===== config.mk =====
export PLATFORM = sky130hd
export DESIGN_NAME = pc_ras_unit
export DESIGN_NICKNAME = d
export VERILOG_FILES = /design/src/rtl/pc_ras_unit.sv
export SDC_FILE = /design/constraint.sdc
export NUM_CORES = 1
export LEC_CHECK = 0
export BUFFER_PORTS_ARGS = -buffer_cell sky130_fd_sc_hd__clkbuf_2
export CORE_UTILIZATION = 52
export DETAILED_ROUTE_END_ITERATION = 8
export PLACE_DENSITY_LB_ADDON = 0.3
export SYNTH_ARGS = -nofsm -noshare
export SYNTH_HDL_FRONTEND = slang
export SYNTH_SLANG_ARGS = --single-unit

===== constraint.sdc =====
create_clock -name clk -period 3.67 [get_ports clk]
set_input_delay 0 -clock clk [delete_from_list [all_inputs] [get_ports clk]]
set_output_delay 0 -clock clk [all_outputs]
set_load 0.02 [all_outputs]

===== src/rtl/pc_ras_unit.sv =====
// ---------------------------------------------------------------------------
// pc_ras_unit
//
// Program counter for the front of the fetch stage. Holds the current fetch
// address and picks the next one from a return-address-stack pop, an
// absolute jump (optionally a call that pushes the return address), a
// PC-relative branch, or a plain increment. A circular return-address stack
// tracks calls and returns and reports overflow and underflow.
//
// Optional feature macro: PC_BYTE_ADDR_EN
//   undefined : word addressing, INC = 1, branch offset used as-is
//   defined   : byte addressing, INC = 4, branch offset scaled by 4,
//               jump target and reset vector forced to word alignment
//
// Ports:
//   clk            clock, rising edge
//   rst            asynchronous active-low reset
//   stall          hold all state, ignore other controls
//   branch         take PC-relative branch (pc_inc + offset)
//   branch_offset  signed branch offset
//   jump           take absolute jump to jump_target
//   jump_target    absolute jump destination
//   call           with jump: push pc_inc onto the RAS
//   ret            pop the RAS and redirect to the popped address
//   pc             registered fetch address
//   pc_inc         pc + INC (combinational)
//   ras_count      number of valid RAS entries (0..RAS_DEPTH)
//   ras_empty      ras_count == 0
//   ras_full       ras_count == RAS_DEPTH
//   ras_ovf        sticky: a push hit a full RAS
//   ret_unf        one-cycle pulse: ret accepted with an empty RAS
// ---------------------------------------------------------------------------
module pc_ras_unit #(
   parameter int                 WIDTH     = 32,
   parameter int                 RAS_DEPTH = 4,
   parameter logic [WIDTH-1:0]   RESET_VEC = '0
) (
   input  logic                           clk,
   input  logic                           rst,
   input  logic                           stall,
   input  logic                           branch,
   input  logic [WIDTH-1:0]               branch_offset,
   input  logic                           jump,
   input  logic [WIDTH-1:0]               jump_target,
   input  logic                           call,
   input  logic                           ret,
   output logic [WIDTH-1:0]               pc,
   output logic [WIDTH-1:0]               pc_inc,
   output logic [$clog2(RAS_DEPTH):0]     ras_count,
   output logic                           ras_empty,
   output logic                           ras_full,
   output logic                           ras_ovf,
   output logic                           ret_unf
);

   localparam int PTR_W = $clog2(RAS_DEPTH);
   localparam int CNT_W = PTR_W + 1;

`ifdef PC_BYTE_ADDR_EN
   localparam logic [WIDTH-1:0] INC      = WIDTH'(4);
   localparam logic [WIDTH-1:0] RESET_PC = RESET_VEC & ~WIDTH'(3);
`else
   localparam logic [WIDTH-1:0] INC      = WIDTH'(1);
   localparam logic [WIDTH-1:0] RESET_PC = RESET_VEC;
`endif

   logic [WIDTH-1:0] stack [RAS_DEPTH];
   logic [PTR_W-1:0] top_ptr;
   logic [WIDTH-1:0] eff_offset;
   logic [WIDTH-1:0] eff_target;
   logic [WIDTH-1:0] top_entry;
   logic [WIDTH-1:0] next_pc;
   logic             ret_hit;
   logic             ret_miss;
   logic             do_push;

   assign pc_inc    = pc + INC;
   assign ras_empty = (ras_count == '0);
   assign ras_full  = (ras_count == CNT_W'(RAS_DEPTH));

`ifdef PC_BYTE_ADDR_EN
   assign eff_offset = branch_offset << 2;
   assign eff_target = {jump_target[WIDTH-1:2], 2'b00};
`else
   assign eff_offset = branch_offset;
   assign eff_target = jump_target;
`endif

   // top_ptr names the next free slot, so the most recent entry sits one
   // below it; wrapping both ways gives the circular overwrite-oldest stack.
   assign top_entry = stack[top_ptr - PTR_W'(1)];

   // A ret always wins over jump/call, so the push is suppressed whenever
   // ret is present, even when the RAS is empty.
   assign ret_hit  = !stall && ret && !ras_empty;
   assign ret_miss = !stall && ret && ras_empty;
   assign do_push  = !stall && !ret && jump && call;

   always_comb begin
      next_pc = pc_inc;
      if (ret_hit)
         next_pc = top_entry;
      else if (ret)
         next_pc = pc_inc;
      else if (jump)
         next_pc = eff_target;
      else if (branch)
         next_pc = pc_inc + eff_offset;
   end

   // Control state: stall freezes everything except the underflow pulse,
   // which must drop after one cycle regardless.
   always_ff @(posedge clk or negedge rst) begin
      if (!rst) begin
         pc        <= RESET_PC;
         top_ptr   <= '0;
         ras_count <= '0;
         ras_ovf   <= 1'b0;
         ret_unf   <= 1'b0;
      end else if (stall) begin
         ret_unf <= 1'b0;
      end else begin
         pc      <= next_pc;
         ret_unf <= ret_miss;
         if (ret_hit) begin
            top_ptr   <= top_ptr - PTR_W'(1);
            ras_count <= ras_count - CNT_W'(1);
         end else if (do_push) begin
            top_ptr <= top_ptr + PTR_W'(1);
            if (ras_full)
               ras_ovf <= 1'b1;
            else
               ras_count <= ras_count + CNT_W'(1);
         end
      end
   end

   // Stack storage needs no reset; entries are only read when counted valid.
   always_ff @(posedge clk) begin
      if (do_push)
         stack[top_ptr] <= pc_inc;
   end

endmodule


==> results.ini <==
[timing]
slew_viol_final = 0
max_freq_ghz = 0.281
postLayoutSetupSlackWorst_ns = 0.106
period_share_pct = 97.1
max-slew-margin-rel_pct = 49.0
min_period_ns = 3.56
worstMarginPinSlew_ns = 0.765
timing_hold_violations_final = 0
setup_violations = 0
rsz0062_at_grt = yes
fin_skew_ns = 0.0101

[worst_setup_path]
cp-start-kind = flop
critPathLaunch = pc[0]
cp_max_fo = 9
setup.worst_path.end_class = flop
path_depth = 13
worst_ep_arrival_time_ns = 3.88
reg2reg_depth = 13
critPathKind = reg2reg
path_cells = ha_1 > and4_4 > and3_4 > nand4_1 > xnor2_4 > ha_2 > and4_1 > nand2_1 > a211o_1 > a21oi_2 > a21oi_1 > xnor2_1 > a221o_1
cp_top_family = simple AND/OR/NAND/NOR gates
cp_slowest_cell = ha_2
cpPeakStageDelay_ns = 0.43
path_buf_inv = 0
r2r-start = pc[0]
reg2reg_slack_ns = 0.11
worst_ep_required_time_ns = 3.98

[die]
die_h_um = 137
start_util_pct = 52.9
fp.dieArea_um2 = 18800
io_pins = 142
rows = 49
core_um2 = 17900
die_w_um = 137

[detailed_routing]
num_vias = 7817
drt_iter0_drc = 812
wl_um = 28000
viasPerCell = 6.22
wl_per_cell_um = 22.3
ant_nets = 0
firstDrtPassIters = 5
drc = 0

[global_routing]
grt_usage_pct = 31.0
grt_pass1_wl_um = 42200
grt_pass1_vias = 7484
grt_max_degree = 49
globalRoute.totalOverflow = 0
antenna_found_initial = 0

[logic_synthesis]
synth.top_cell.area_share_pct = 40.5
ys_ff_latch = 167
synthDistinctLibCells = 70
synth_area_leaders = edfxtp_1 (41%), dfrtp_1 (10%), mux4_2 (7.6%)
synthArstFlopShare_pct = 23.4
yosysWarnings = 0
netlist_area_um2 = 9480
synth_top_area_cell = edfxtp_1
syn-mean-instance-area_um2 = 11.8
synth_edf_count = 128
ys.flop_type = edfxtp_1
seq_area_frac_synth_pct = 50.8
syn_nets = 917
netlist_instances = 801

[place]
dp.final_hpwl_um = 19600
pre_cts_ws_ns = 0.0270
io_buffers = 141
place_congestion = 0.967

[run_status]
status = finished clean

[layout]
diodes = 0
nNetsFinal = 1130
post-route-util_pct = 65.8
drive_above_1_share_pct = 32.3
area_growth_pct = 24.2

[cts]
clk_latency_ns = 0.43
clock_path_buffers = 2
clk_pin_slew_ns = 0.06
h-tree-depth = 4
cts_made_buffers = 17
cts_tree = yes
root_buffer = clkbuf_16
cts.sinks = 167

[min_path]
whs_path_depth = 3
worstHoldStart = jump_target[22]
hold_path.class = in2reg

[pwr]
leakagePower_uw = 0.00469
irDropWorstVdd_uv = 535
p_per_area_nw_per_um2 = 785
p_total_uw = 9240

[job]
max_cap_violations = 0

==> registers in the layout (all words and copies together) (netlist names) <==
name and flops:
pc 32, stack 128, ret_unf 1, ras_ovf 1, top_ptr 2, ras_count 3
==> area by class of cell <==
cell class / count / area [um2]
clock buffers: 24 / 472
clock inverters: 8 / 76.3
fillers: 1375 / 6130
inverters: 16 / 60.1
multi-input cells: 578 / 4620
flip-flops and latches: 167 / 4820
well taps: 229 / 287
repair buffers: 234 / 1440
==> worst reg2reg max path: stages, from the launching register on <==
cell,delay (ns)
dfrtp_1,0.37
ha_1,0.19
and4_4,0.27
and3_4,0.21
nand4_1,0.21
xnor2_4,0.20
ha_2,0.43
and4_1,0.27
nand2_1,0.11
a211o_1,0.31
a21oi_2,0.29
a21oi_1,0.14
xnor2_1,0.13
a221o_1,0.32
==> power by group <==
group / total [uW] / switching (uW) / internal [uW]
Combinational: 4860 / 2810 / 2050
Sequential: 2690 / 239 / 2450
Clock: 1700 / 729 / 968
==> synth_stat cells (all sizes together) (4+ instances only) <==
cell type,instances
nand2,72
mux2i,9
a22oi,14
edfxtp,128
a221o,6
o21ai,60
a31oi,6
a22o,4
nor2,44
o31ai,6
o22ai,9
nand4,13
xnor2,35
and2,8
inv,16
a21o,16
xor2,15
mux4,32
a21oi,59
o21a,5
buf,16
clkbuf,24
nand2b,5
o211ai,10
nor2b,5
nand3,19
dfrtp,39
and4,7
ha,43
and3,9
nor3b,4
nor3,24
a221oi,5
a211oi,9
==> cell families (layout without fill, tap and decap cells) <==
kind of cell,Yosys count,count (layout),share of synthesized area (%)
compound gates,225,225,15.3
xor+xnor,50,50,4.82
fa+ha+maj,45,45,6.10
buf+inv,56,282,2.56
flops,167,167,50.8
mux,41,41,8.55
simple gates,217,217,11.8
==> per-stage QoR <==
step	TNS (ns)	instance area (um2)	instances	hold WS [ns]
floorplan	-0.0251	9570	801	-0.296
global placement	0	11000	1209	0.119
detailed placement	0	11000	1209	0.123
CTS	0	11700	1254	0.00184
global route	-0.0545	11800	1256	0.00946
finish	0	11800	1256	0.00187
==> final timing paths <==
path,to
worst max register to register,pc[26]
worst min-delay path,pc[22]
max in group asynchronous,top_ptr[0]
worst max-delay path,pc[26]
worst min register to register,ras_ovf
min in group asynchronous,pc[28]
==> metal layers <==
metal / global-route usage [%] / vias to the layer above / routed length (um) / share of wire, %
met5: 0 / - / 0 / 0
met4: 10.7 / 0 / 563 / 2.0
met3: 5.26 / 56 / 2440 / 8.7
met2: 48.7 / 418 / 13100 / 47
met1: 43.4 / 3830 / 11900 / 43
li1: - / 3513 / - / -
==> what timing repair did <==
item / 4_1_cts / 5_1_grt
buffers inserted: 0 / 2
endpoints found under the hold margin: 51 / 0
endpoints found under the setup margin: 1 / 14
pin swaps: 1 / 8
hold buffers: 13 / 0
gates resized for setup: 1 / 19
==> cells in the final DEF, fill, tap and decap left out, drive strengths merged, types with 6 or more instances in the layout <==
cell type	instances
nor3	24
clkbuf	165
o31ai	6
a221o	6
nand2	72
buf	80
edfxtp	128
and2	8
a22oi	14
mux4	32
inv	17
dfrtp	39
and4	7
mux2i	9
dlygate4sd3	13
ha	43
xnor2	35
a21oi	59
xor2	15
o211ai	10
o22ai	9
nand4	13
a31oi	6
o21ai	60
a211oi	9
a21o	16
nand3	19
and3	9
nor2	44
Power figures use the tool's default switching activity.
